<file path="config.mk">
export PLATFORM = sky130hd
export DESIGN_NAME = serial_paralelo_flat
export DESIGN_NICKNAME = d
export VERILOG_FILES = /design/src/rtl/serial_paralelo_if.sv /design/src/rtl/serial_paralelo.sv /design/src/flat_wrapper.sv
export SDC_FILE = /design/constraint.sdc
export NUM_CORES = 1
export LEC_CHECK = 0
export BUFFER_PORTS_ARGS = -buffer_cell sky130_fd_sc_hd__clkbuf_2
export CORE_MARGIN = 2
export CORE_UTILIZATION = 49
export DETAILED_ROUTE_END_ITERATION = 6
export PLACE_DENSITY_LB_ADDON = 0.12
export REMOVE_ABC_BUFFERS = 1
export SLEW_MARGIN = 20
export SYNTH_ARGS = -nofsm -noshare
export SYNTH_HDL_FRONTEND = slang
export SYNTH_SLANG_ARGS = --single-unit
</file>
<file path="constraint.sdc">
create_clock -name clk_32f -period 1.7 [get_ports clk_32f]
set_clock_uncertainty 0.15 [all_clocks]
set_input_delay 0.17 -clock clk_32f [delete_from_list [all_inputs] [get_ports clk_32f]]
set_output_delay 0.17 -clock clk_32f [all_outputs]
set_load 0.03 [all_outputs]
</file>
<file path="src/rtl/serial_paralelo_if.sv">
// Byte-stream bus between the serial line driver and the serial-to-parallel receiver.
// The master drives the serial line; the slave returns the recovered bytes and status.
interface serial_paralelo_if;
    logic       data_in;
    logic [7:0] data_out;
    logic       valid_out;
    logic       byte_strobe;
    logic       active;

    modport master (
        output data_in,
        input  data_out,
        input  valid_out,
        input  byte_strobe,
        input  active
    );

    modport slave (
        input  data_in,
        output data_out,
        output valid_out,
        output byte_strobe,
        output active
    );
endinterface

</file>
<file path="src/rtl/serial_paralelo.sv">
// Serial-to-parallel receiver: MSB-first shift-in, comma-based byte alignment,
// lock after LOCK_COUNT aligned commas, then emits every non-comma byte.
module serial_paralelo #(
    parameter logic [7:0]  COMMA      = 8'hBC,
    parameter int unsigned LOCK_COUNT = 4
) (
    input  logic              clk_32f,
    input  logic              reset,
    serial_paralelo_if.slave  bus
);

    localparam int unsigned BYTE_W = 8;
    localparam int unsigned CNT_W  = 3;
    localparam int unsigned BC_W   = 4;
    localparam logic [BC_W-1:0] LOCK_CNT = BC_W'(LOCK_COUNT);

    typedef enum logic [1:0] {
        SEARCH = 2'd0,
        ALIGN  = 2'd1,
        ACTIVE = 2'd2
    } state_t;

    state_t              state;
    logic [BYTE_W-1:0]   sr;
    logic [CNT_W-1:0]    bit_cnt;
    logic [BC_W-1:0]     bc_cnt;
    logic [BYTE_W-1:0]   data_q;
    logic                valid_q;
    logic                strobe_q;
    logic                active_q;

    // Byte that would be in the shift register after this edge.
    logic [BYTE_W-1:0]   nxt_c;
    logic                boundary_c;
    logic                is_comma_c;
    logic [BC_W-1:0]     bc_inc_c;

    assign nxt_c      = {sr[BYTE_W-2:0], bus.data_in};
    assign boundary_c = (bit_cnt == CNT_W'(7));
    assign is_comma_c = (nxt_c == COMMA);
    assign bc_inc_c   = bc_cnt + BC_W'(1);

    assign bus.data_out    = data_q;
    assign bus.valid_out   = valid_q;
    assign bus.byte_strobe = strobe_q;
    assign bus.active      = active_q;

    // Alignment FSM, framing counters and registered outputs.
    always_ff @(posedge clk_32f or negedge reset) begin
        if (!reset) begin
            state    <= SEARCH;
            sr       <= '0;
            bit_cnt  <= '0;
            bc_cnt   <= '0;
            data_q   <= '0;
            valid_q  <= 1'b0;
            strobe_q <= 1'b0;
            active_q <= 1'b0;
        end else begin
            sr       <= nxt_c;
            bit_cnt  <= bit_cnt + CNT_W'(1);
            strobe_q <= 1'b0;

            case (state)
                // Hunt for a comma at any bit offset; a hit re-phases the byte counter.
                SEARCH: begin
                    if (is_comma_c) begin
                        bit_cnt <= '0;
                        bc_cnt  <= BC_W'(1);
                        if (LOCK_CNT == BC_W'(1)) begin
                            state    <= ACTIVE;
                            active_q <= 1'b1;
                        end else begin
                            state <= ALIGN;
                        end
                    end
                end

                ALIGN: begin
                    if (boundary_c) begin
                        if (is_comma_c) begin
                            bc_cnt <= bc_inc_c;
                            if (bc_inc_c == LOCK_CNT) begin
                                state    <= ACTIVE;
                                active_q <= 1'b1;
                            end
                        end else begin
                            state  <= SEARCH;
                            bc_cnt <= '0;
                        end
                    end
                end

                // Locked: commas are idle fill and only clear valid.
                ACTIVE: begin
                    if (boundary_c) begin
                        if (is_comma_c) begin
                            valid_q <= 1'b0;
                        end else begin
                            data_q   <= nxt_c;
                            valid_q  <= 1'b1;
                            strobe_q <= 1'b1;
                        end
                    end
                end

                default: begin
                    state <= SEARCH;
                end
            endcase
        end
    end

endmodule

</file>
<file path="src/flat_wrapper.sv">
// flat-port wrapper written by rule: the top's interface ports become plain ports
module serial_paralelo_flat 
#(
    parameter logic [7:0]  COMMA      = 8'hBC,
    parameter int unsigned LOCK_COUNT = 4
)
  (clk_32f, reset, bus_data_in, bus_data_out, bus_valid_out, bus_byte_strobe, bus_active);
  serial_paralelo_if bus_i ();
  input  logic clk_32f;
  input  logic reset;
  input wire logic [$bits(bus_i.data_in)-1:0] bus_data_in;
  output wire logic [$bits(bus_i.data_out)-1:0] bus_data_out;
  output wire logic [$bits(bus_i.valid_out)-1:0] bus_valid_out;
  output wire logic [$bits(bus_i.byte_strobe)-1:0] bus_byte_strobe;
  output wire logic [$bits(bus_i.active)-1:0] bus_active;
  assign bus_i.data_in = bus_data_in;
  assign bus_data_out = bus_i.data_out;
  assign bus_valid_out = bus_i.valid_out;
  assign bus_byte_strobe = bus_i.byte_strobe;
  assign bus_active = bus_i.active;
  serial_paralelo #(.COMMA(COMMA), .LOCK_COUNT(LOCK_COUNT)) u_core (.clk_32f(clk_32f), .reset(reset), .bus(bus_i));
endmodule
</file>
==> flow_summary.yaml, run 1 <==
grt:
  grt_first_pass_wirelength_um: 3290
  grt_max_degree: 28
  globalRoute.totalOverflow: 0
  grtUsageTotal_pct: 17.3
  grt_pass1_vias: 723
  grt_antenna_before_repair: 0
timing:
  rsz0062_at_grt: "true"
  fmax_mhz: 594
  fin_crit_sh_pct: 99.0
  drv_slew: 0
  tightest_slew_ns: 0.638
  hold_viol_final: 0
  period_minus_slack_ns: 1.68
  maxSlewHeadroom_pct: 57.4
  finalSetupViolCount: 0
  timing.hold.ws_ns: 0.232
power:
  comb_power_share_pct: 6.3
  intPower_uw: 771
  p_switching_uw: 242
  ir_worst_vdd_v: 0.000638
  power_switching_share_pct: 23.9
  seqPwrFrac_pct: 66.3
  p_leak_uw: 0.000593
  powerDensity_mw_per_mm2: 733
  clock_power_share_pct: 27.4
yosys:
  yosys_warnings: 0
  synthArstFlopShare_pct: 100
  ys_seq_area_share_pct: 60.9
  synth-seq-cells: 27
  syn_area_mm2: 0.00111
  synth-main-ff-cell: "dfrtp_1"
  yosysUniqueCellTypes: 27
  post_synth.cell_area_avg_um2: 13.2
  synth-edff-count: 0
  syn_inst: 84
layout:
  layout_commonest_cell: "dfrtp_1"
  area_growth_pct: 24.6
  fillers: 186
  final_cell_mix: "dfrtp_1 (27), clkbuf_2 (13), buf_4 (10), mux2_2 (7), nand2_1 (5)"
  nNetsFinal: 122
  design_area_mm2: 0.00138
  n_antenna_cell: 0
  seq_area_um2: 676
  multiInputGateArea_um2: 467
  drive_above_1_share_pct: 40.4
clock_network:
  cts.sinks: 27
  worstSkewPairLatency_ns: 0.32
  cts.path.max_buffers: 2
  clock-root-buffer: "clkbuf_4"
  clkTransAtPathRegs_ns: 0.14
  cts_buffers: 3
  cts_tree: "built"
  htree_levels: 1
drt:
  wl_per_cell_um: 13.9
  drt-total-wl_um: 1970
  vias: 752
  avgViaCountPerCell: 5.30
  dr.pass1.iters: 3
  route.detailed.drc: 0
  drt_iter0_drc: 8
  ant_nets: 0
worst_setup_path:
  crit_path_end_kind: "flop"
  critPathTopFamily: "simple AND/OR/NAND/NOR gates"
  crit_type: "flop to flop"
  r2r_slack_ns: 0.02
  slowest_stage: "dfrtp_1"
  cp.arrival_ns: 1.76
  rr_endpoint: "u_core.bus.data_out[7]"
  crit_fanout: 5
  slowest_delay_ns: 0.42
  path_buf_inv: 1
  crit_path_start_kind: "flop"
  r2r_start: "u_core.sr[5]"
  cp.required_ns: 1.78
  r2r_cells: 5
  path_cells: "nand4b_1, nor4_4, buf_4, nor2_4, mux2_4"
flow_run:
  maxCapViolCount: 0
placement:
  hpwl_um: 1350
  placed_area_mm2: 0.00126
  portBuffers: 13
  place_congestion: 0.854
floorplan:
  initial_core_util_pct: 51.2
  dieArea_mm2: 0.00266
  placementRows: 17
  core_area_mm2: 0.00217
  die_h_um: 51.6
  ioPinCount: 14
  die_w_um: 51.6
min_path:
  hold_class: "input pin to asynchronous set/reset pin"
run_status:
  outcome: "finished clean"
[worst max path at each step]
stage | from | to | slack [ns] | cells past startpoint
6_report | u_core.sr[5] | u_core.bus.data_out[7] | 0.02 | 5
3_5_place_dp | u_core.bit_cnt[0] | u_core.bus.data_out[4] | -0.06 | 5
5_1_grt | u_core.sr[5] | u_core.bus.data_out[0] | -0.08 | 5
2_1_floorplan | u_core.sr[5] | u_core.bus.data_out[0] | -0.007 | 4
3_3_place_gp | u_core.bit_cnt[0] | u_core.bus.data_out[1] | -0.001 | 5
4_1_cts | u_core.bit_cnt[0] | u_core.bus.data_out[0] | 0.004 | 5
[metal layers]
metal | routed length (um) | vias up | track usage [%] | part of all wire, %
met2 | 904 | 12 | 25.6 | 46
met3 | 59 | 4 | 3.45 | 3.0
li1 | - | 367 | - | -
met4 | 31 | 0 | 7.89 | 1.6
met1 | 977 | 369 | 24.6 | 50
met5 | 0 | - | 0 | 0
[power by group through the flow]
stage / Combinational [uW] / Clock (uW) / Sequential (uW)
global placement: 60.1 / 0 / 684
finish: 63.8 / 277 / 672
global route: 69.9 / 317 / 674
floorplan: 11.7 / 0 / 703
detailed placement: 60.8 / 0 / 685
CTS: 64.7 / 290 / 672
[flip-flops by register name (all words and copies together), names as in the netlist]
signal / cells
u_core.sr: 7
u_core.bus.byte_strobe: 1
u_core.bc_cnt: 4
u_core.bit_cnt: 3
u_core.bus.valid_out: 1
u_core.bus.data_out: 8
u_core.state: 2
u_core.bus.active: 1
[kinds of logic (layout without fill, tap and decap cells)]
kind of cell | count (synthesis) | in the layout | share of synthesized area (%)
AO/OA/AOI/OAI | 18 | 18 | 11.3
XOR/XNOR | 1 | 1 | 0.789
AND/OR/NAND/NOR | 22 | 23 | 13.1
buffers and inverters | 4 | 33 | 1.35
adder cells (fa/ha/maj) | 4 | 4 | 4.51
flip-flops | 27 | 27 | 60.9
multiplexers | 8 | 8 | 8.12
[layout make-up]
| type | count | share of cell area (%) |
|---|---|---|
| multi-input cells | 54 | 33.8 |
| inverters | 4 | 1.09 |
| clock inverters | 1 | 0.543 |
| flip-flops and latches | 27 | 48.9 |
| repair buffers | 25 | 11.6 |
| clock buffers | 3 | 1.63 |
| well taps | 28 | 2.53 |
[what timing repair did]
| item | in CTS | in global routing |
|---|---|---|
| pin swaps | 3 | 3 |
| gates resized for setup | 5 | 8 |
| hold buffers | 2 | 0 |
| hold endpoints to repair | 28 | 0 |
| buffers inserted | 2 | 1 |
| cloned | 1 | 0 |
| endpoints found under the setup margin | 12 | 14 |
[synthesized netlist by cell type, types with 2 or more instances]
master / number / area [um^2]
nand2_1: 5 / 18.8
inv_1: 4 / 15.0
o21ai_0: 5 / 25.0
nor2b_1: 4 / 25.0
nand4_1: 2 / 12.5
ha_1: 4 / 50.1
o211ai_1: 2 / 15.0
nand3_1: 2 / 10.0
nand4b_1: 2 / 17.5
nor2_1: 2 / 7.51
dfrtp_1: 27 / 676
a21oi_1: 3 / 15.0
mux2_2: 8 / 90.1
[worst register-to-register path, stage by stage, from the launching register on]
cell and delay, ns:
dfrtp_1 0.42, nand4b_1 0.26, nor4_4 0.25, buf_4 0.18
nor2_4 0.05, mux2_4 0.29
[metrics by stage]
| stage | std cells | total power (uW) | TNS (ns) | utilization, % | worst slack [ns] |
|---|---|---|---|---|---|
| 3_5_place_dp | 132 | 745 | -0.410 | 58.2 | -0.0588 |
| 3_3_place_gp | 132 | 744 | -0.00129 | 58.2 | -0.00105 |
| 4_1_cts | 141 | 1030 | 0 | 62.5 | 0.00372 |
| 5_1_grt | 142 | 1060 | -0.428 | 63.7 | -0.0787 |
| 2_1_floorplan | 84 | 715 | -0.0506 | - | -0.00734 |
| 6_report | 142 | 1010 | 0 | 63.7 | 0.0167 |
Note: power is estimated with default switching activity, not from simulation.
==> inputs of run 2 (changes only) <==
- CORE_ASPECT_RATIO: unset -> 1.25
- PLACE_DENSITY: unset -> 0.83
- PLACE_DENSITY_LB_ADDON: 0.12 -> unset
==> run 2 against run 1 <==
Final area up 0.90%. Total power fell by 0.76%. Global-route usage is 1.2 points lower.
==> flow_summary.yaml, run 2 (same netlist as run 1, synthesis figures left out) <==
drt:
  route.detailed.drc: 0
  ant_nets: 0
  wl_per_cell_um: 13.3
  avgViaCountPerCell: 5.39
  dr.pass1.iters: 4
  drt-total-wl_um: 1930
  vias: 781
  drt_iter0_drc: 15
worst_setup_path:
  crit_type: "flop to flop"
  slowest_delay_ns: 0.40
  crit_fanout: 8
  cp.arrival_ns: 1.77
  crit_path_end_kind: "flop"
  cp.required_ns: 1.78
  cpMostUsedCell: "buf_4"
  crit_path_start_kind: "flop"
  path_cells: "nand4b_1, buf_4, nor4_4, nor2_4, buf_4, o22a_2"
  slowest_stage: "dfrtp_1"
placement:
  hpwl_um: 1380
  portBuffers: 13
  place_congestion: 0.754
  placed_area_mm2: 0.00127
layout:
  fin_util_pct: 64.5
  layout_commonest_cell: "dfrtp_1"
  fillers: 170
  drive_above_1_share_pct: 43.0
  largest_reg_flops: 8
  n_antenna_cell: 0
  final_cell_mix: "dfrtp_1 (25), clkbuf_2 (13), buf_4 (11), mux2_2 (6), nand2_1 (5)"
  design_area_mm2: 0.00140
  nNetsFinal: 122
  area_growth_pct: 25.7
power:
  ir_worst_vdd_v: 0.000511
  total_power_uw: 1010
  p_leak_uw: 0.000595
  powerDensity_mw_per_mm2: 720
clock_network:
  clock-root-buffer: "clkbuf_4"
  cts.sinks: 27
  cts.path.max_buffers: 2
  cts_tree: "built"
  worstSkewPairLatency_ns: 0.32
  clkTransAtPathRegs_ns: 0.13
  cts_buffers: 3
  htree_levels: 1
flow_run:
  maxCapViolCount: 0
floorplan:
  initial_core_util_pct: 51.3
  ioPinCount: 14
  die_h_um: 57.2
  dieArea_mm2: 0.00266
  die_w_um: 46.6
  placementRows: 19
  core_area_mm2: 0.00216
grt:
  grtUsageTotal_pct: 16.1
  grt_max_degree: 28
  grt_first_pass_wirelength_um: 3200
  grt_pass1_vias: 757
  globalRoute.totalOverflow: 0
  grt_antenna_before_repair: 0
timing:
  timing.hold.ws_ns: 0.233
  tightest_slew_ns: 0.636
  finalSetupViolCount: 0
  rsz0062_at_grt: "true"
  finalSetupTns_ns: 0
  drv_slew: 0
  hold_viol_final: 0
  period_minus_slack_ns: 1.70
  maxSlewHeadroom_pct: 57.6
  fin_crit_sh_pct: 99.9
  fmax_mhz: 589
run_status:
  outcome: "finished clean"
min_path:
  hold_class: "input pin to asynchronous set/reset pin"
==> run 2: changes by cell type in the layout (fill, tap and decap cells not counted), sizes merged <==
| cell | before | now |
|---|---|---|
| buf | 10 | 11 |
| clkinv | 0 | 1 |
| clkinvlp | 1 | 0 |
| nor2 | 4 | 3 |
==> run 2: what timing repair did <==
action,CTS,global route
pin swaps,5,4
hold endpoints to repair,28,0
setup buffers,2,1
gates resized for setup,5,11
hold buffers,2,0
endpoints found under the setup margin,11,14
==> run 2: worst paths after layout <==
kind,startpoint,slack [ns],endpoint,depth (start not counted)
max in group asynchronous,reset,0.72,u_core.bc_cnt[1],2
min reg2reg,u_core.sr[1],0.27,u_core.sr[2],0
min,reset,0.23,u_core.bus.data_out[3],2
max reg2reg,u_core.sr[5],0.002,u_core.bus.data_out[2],6
max,u_core.sr[5],0.002,u_core.bus.data_out[2],6
min in group clk_32f,u_core.sr[1],0.27,u_core.sr[2],0
==> run 2: power breakdown <==
part	total (uW)	switching [uW]	internal [uW]	leakage, uW
sequential	672	11.5	661	0.000319
clock	266	177	88.2	0.0000177
combinational	67.4	43.6	23.8	0.000259
==> run 2: cell type report <==
cell class | instances | area (um^2) | area share (%)
clock buffers | 3 | 22.5 | 1.61
repair buffers | 26 | 168 | 12.0
inverters | 4 | 15.0 | 1.08
well taps | 31 | 38.8 | 2.78
clock inverters | 1 | 5.00 | 0.359
multi-input cells | 53 | 468 | 33.5
flip-flops and latches | 27 | 678 | 48.6
==> run 2: worst max-delay path, delay by kind of cell, from the launching register on <==
kind / cells / cell delay (ns)
flops: 1 / 0.40
compound gates: 1 / 0.19
simple gates: 3 / 0.54
buf+inv: 2 / 0.32
==> run 2: metal layers <==
layer	routed length [um]	share of wire, %	global-route usage, %	up-vias
met5	0	0	0	-
met4	10	0.52	2.45	0
met3	95	4.9	2.85	4
met2	1010	52	28.0	32
met1	820	42	20.8	380
li1	-	-	-	365
==> run 2: through the flow <==
stage / worst slack, ns / cells
2_1_floorplan: -0.00734 / 84
6_report: 0.00240 / 145
4_1_cts: -0.00956 / 144
5_1_grt: -0.0746 / 145
3_5_place_dp: -0.0469 / 136
3_3_place_gp: -0.00337 / 136
==> inputs of run 3 (changes only) <==
- clock period: 1.7 -> 1.48 ns (I/O delays scaled with it)
==> run 3 against run 2 <==
The run now ends with setup timing left. Routed wire length rose by 17%. Combinational power rose by 36%. Total power rose by 16%. Sequential share of layout area fell by 5.9 points. Final area rose by 13%. Setup slack got worse by 0.30 ns. Non-clock buffer count rose by 15. Global-route usage rose by 3.3 points. Count of clock-buffer cells in the layout rose by 1. Critical path depth did not move. Hold slack got worse by 0.097 ns. Critical endpoint is now u_core.bc_cnt[3]. Largest power group unchanged. Highest routed layer unchanged.
==> flow_summary.yaml, run 3 (same netlist as run 1, synthesis figures left out) <==
run_status:
  outcome: "finished with violations"
  violations: "setup timing"
layout:
  largest_reg_flops: 8
  nNetsFinal: 137
  fin_util_pct: 73.2
  final_cell_mix: "dfrtp_1 (27), buf_4 (23), clkbuf_2 (13), mux2_4 (8)"
  n_antenna_cell: 0
  drive_above_1_share_pct: 52.7
  area_growth_pct: 42.6
  layout_commonest_cell: "dfrtp_1"
  final_cells: 160
worst_setup_path:
  rr_endpoint: "u_core.bc_cnt[3]"
  crit_path_start_kind: "flop"
  r2r_slack_ns: -0.29
  crit_fanout: 5
  r2r_cells: 6
  critPathCapture: "u_core.bc_cnt[3]"
  r2r_start: "u_core.bit_cnt[0]"
  startpoint: "u_core.bit_cnt[0]"
  cp.arrival_ns: 1.87
  crit_path_end_kind: "flop"
  cp.required_ns: 1.58
  crit_type: "flop to flop"
power:
  powerDensity_mw_per_mm2: 737
  ir_worst_vdd_v: 0.000386
  p_leak_uw: 0.000709
  total_power_uw: 1170
min_path:
  holdCritStartpoint: "bus_data_in"
  hold_class: "input pin to flop"
placement:
  portBuffers: 13
  hpwl_um: 1440
  place_congestion: 0.798
  pre_cts_ws_ns: -0.292
  dp.cells: 146
floorplan:
  dieArea_mm2: 0.00266
  die_w_um: 46.6
  initial_core_util_pct: 51.3
  core_area_mm2: 0.00216
  die_h_um: 57.2
  placementRows: 19
  ioPinCount: 14
flow_run:
  maxCapViolCount: 0
clock_network:
  cts.path.max_buffers: 2
  clock-root-buffer: "clkbuf_4"
  htree_levels: 1
  cts_tree: "built"
  cts_buffers: 3
  clkTransAtPathRegs_ns: 0.14
  worstSkewPairLatency_ns: 0.32
  cts.sinks: 27
grt:
  grt_max_degree: 28
  grt_pass1_vias: 835
  grt_first_pass_wirelength_um: 3770
  grtUsageTotal_pct: 19.4
  grt_antenna_before_repair: 0
  globalRoute.totalOverflow: 0
drt:
  drt_iter0_drc: 14
  avgViaCountPerCell: 5.14
  dr.pass1.iters: 4
  drt-total-wl_um: 2260
  route.detailed.drc: 0
  ant_nets: 0
  wl_per_cell_um: 14.1
  vias: 822
timing:
  tightest_slew_ns: 0.625
  finalSetupViolCount: 20
  rsz0062_at_grt: "true"
  period_minus_slack_ns: 1.77
  drv_slew: 0
  setup_slack_ns: -0.293
  fin_crit_sh_pct: 120
  timing.hold.ws_ns: 0.136
  hold_viol_final: 0
  maxSlewHeadroom_pct: 58.3
  fmax_mhz: 564
run 3: through the flow:
| stage | cell area (um^2) | setup TNS [ns] |
|---|---|---|
| after floorplan | 1110 | -2.58 |
| after global placement | 1350 | -3.20 |
| after detailed placement | 1350 | -3.78 |
| after CTS | 1540 | -3.10 |
| after global routing | 1580 | -5.57 |
| final | 1580 | -3.87 |
run 3: how the worst min path moves through the flow:
stage	to	slack, ns	cells past startpoint
floorplan	u_core.bc_cnt[0]	-0.30	0
global placement	u_core.bus.byte_strobe	0.04	1
detailed placement	u_core.bus.byte_strobe	0.05	1
CTS	u_core.bc_cnt[3]	0.18	4
global route	u_core.state[1]	0.14	5
finish	u_core.state[1]	0.14	5
run 3: repair_timing:
item | in CTS | in global routing
resized for setup | 30 | 4
setup endpoints to repair | 20 | 20
hold buffers | 2 | 0
hold endpoints to repair | 29 | 0
pin swaps | 14 | 8
setup buffers | 6 | 3
cloned | 0 | 0
run 3: metal layers:
layer	global-route usage [%]	part of all wire [%]
met1	25.9	42
met2	30.4	52
met3	3.80	4.0
met4	7.76	1.5
met5	0	0
run 3: area by class of cell:
| cell class | count | area (um^2) |
|---|---|---|
| well taps | 31 | 38.8 |
| flip-flops and latches | 27 | 676 |
| multi-input cells | 53 | 536 |
| clock buffers | 4 | 26.3 |
| repair buffers | 41 | 292 |
| inverters | 4 | 15.0 |
| fillers | 143 | 581 |
run 3: critical path, cell delays in order (launching register included):
cell and delay [ns]:
dfrtp_1 0.38, ha_2 0.19, ha_4 0.15, nor2b_4 0.20, nor4b_1 0.39, o21ai_0 0.14, o211ai_1 0.10
run 3: power breakdown:
group / switching (uW) / total, uW / leakage (uW) / internal (uW)
Clock: 198 / 304 / 0.0000150 / 105
Combinational: 53.6 / 91.8 / 0.000372 / 38.2
Sequential: 12.9 / 772 / 0.000322 / 759
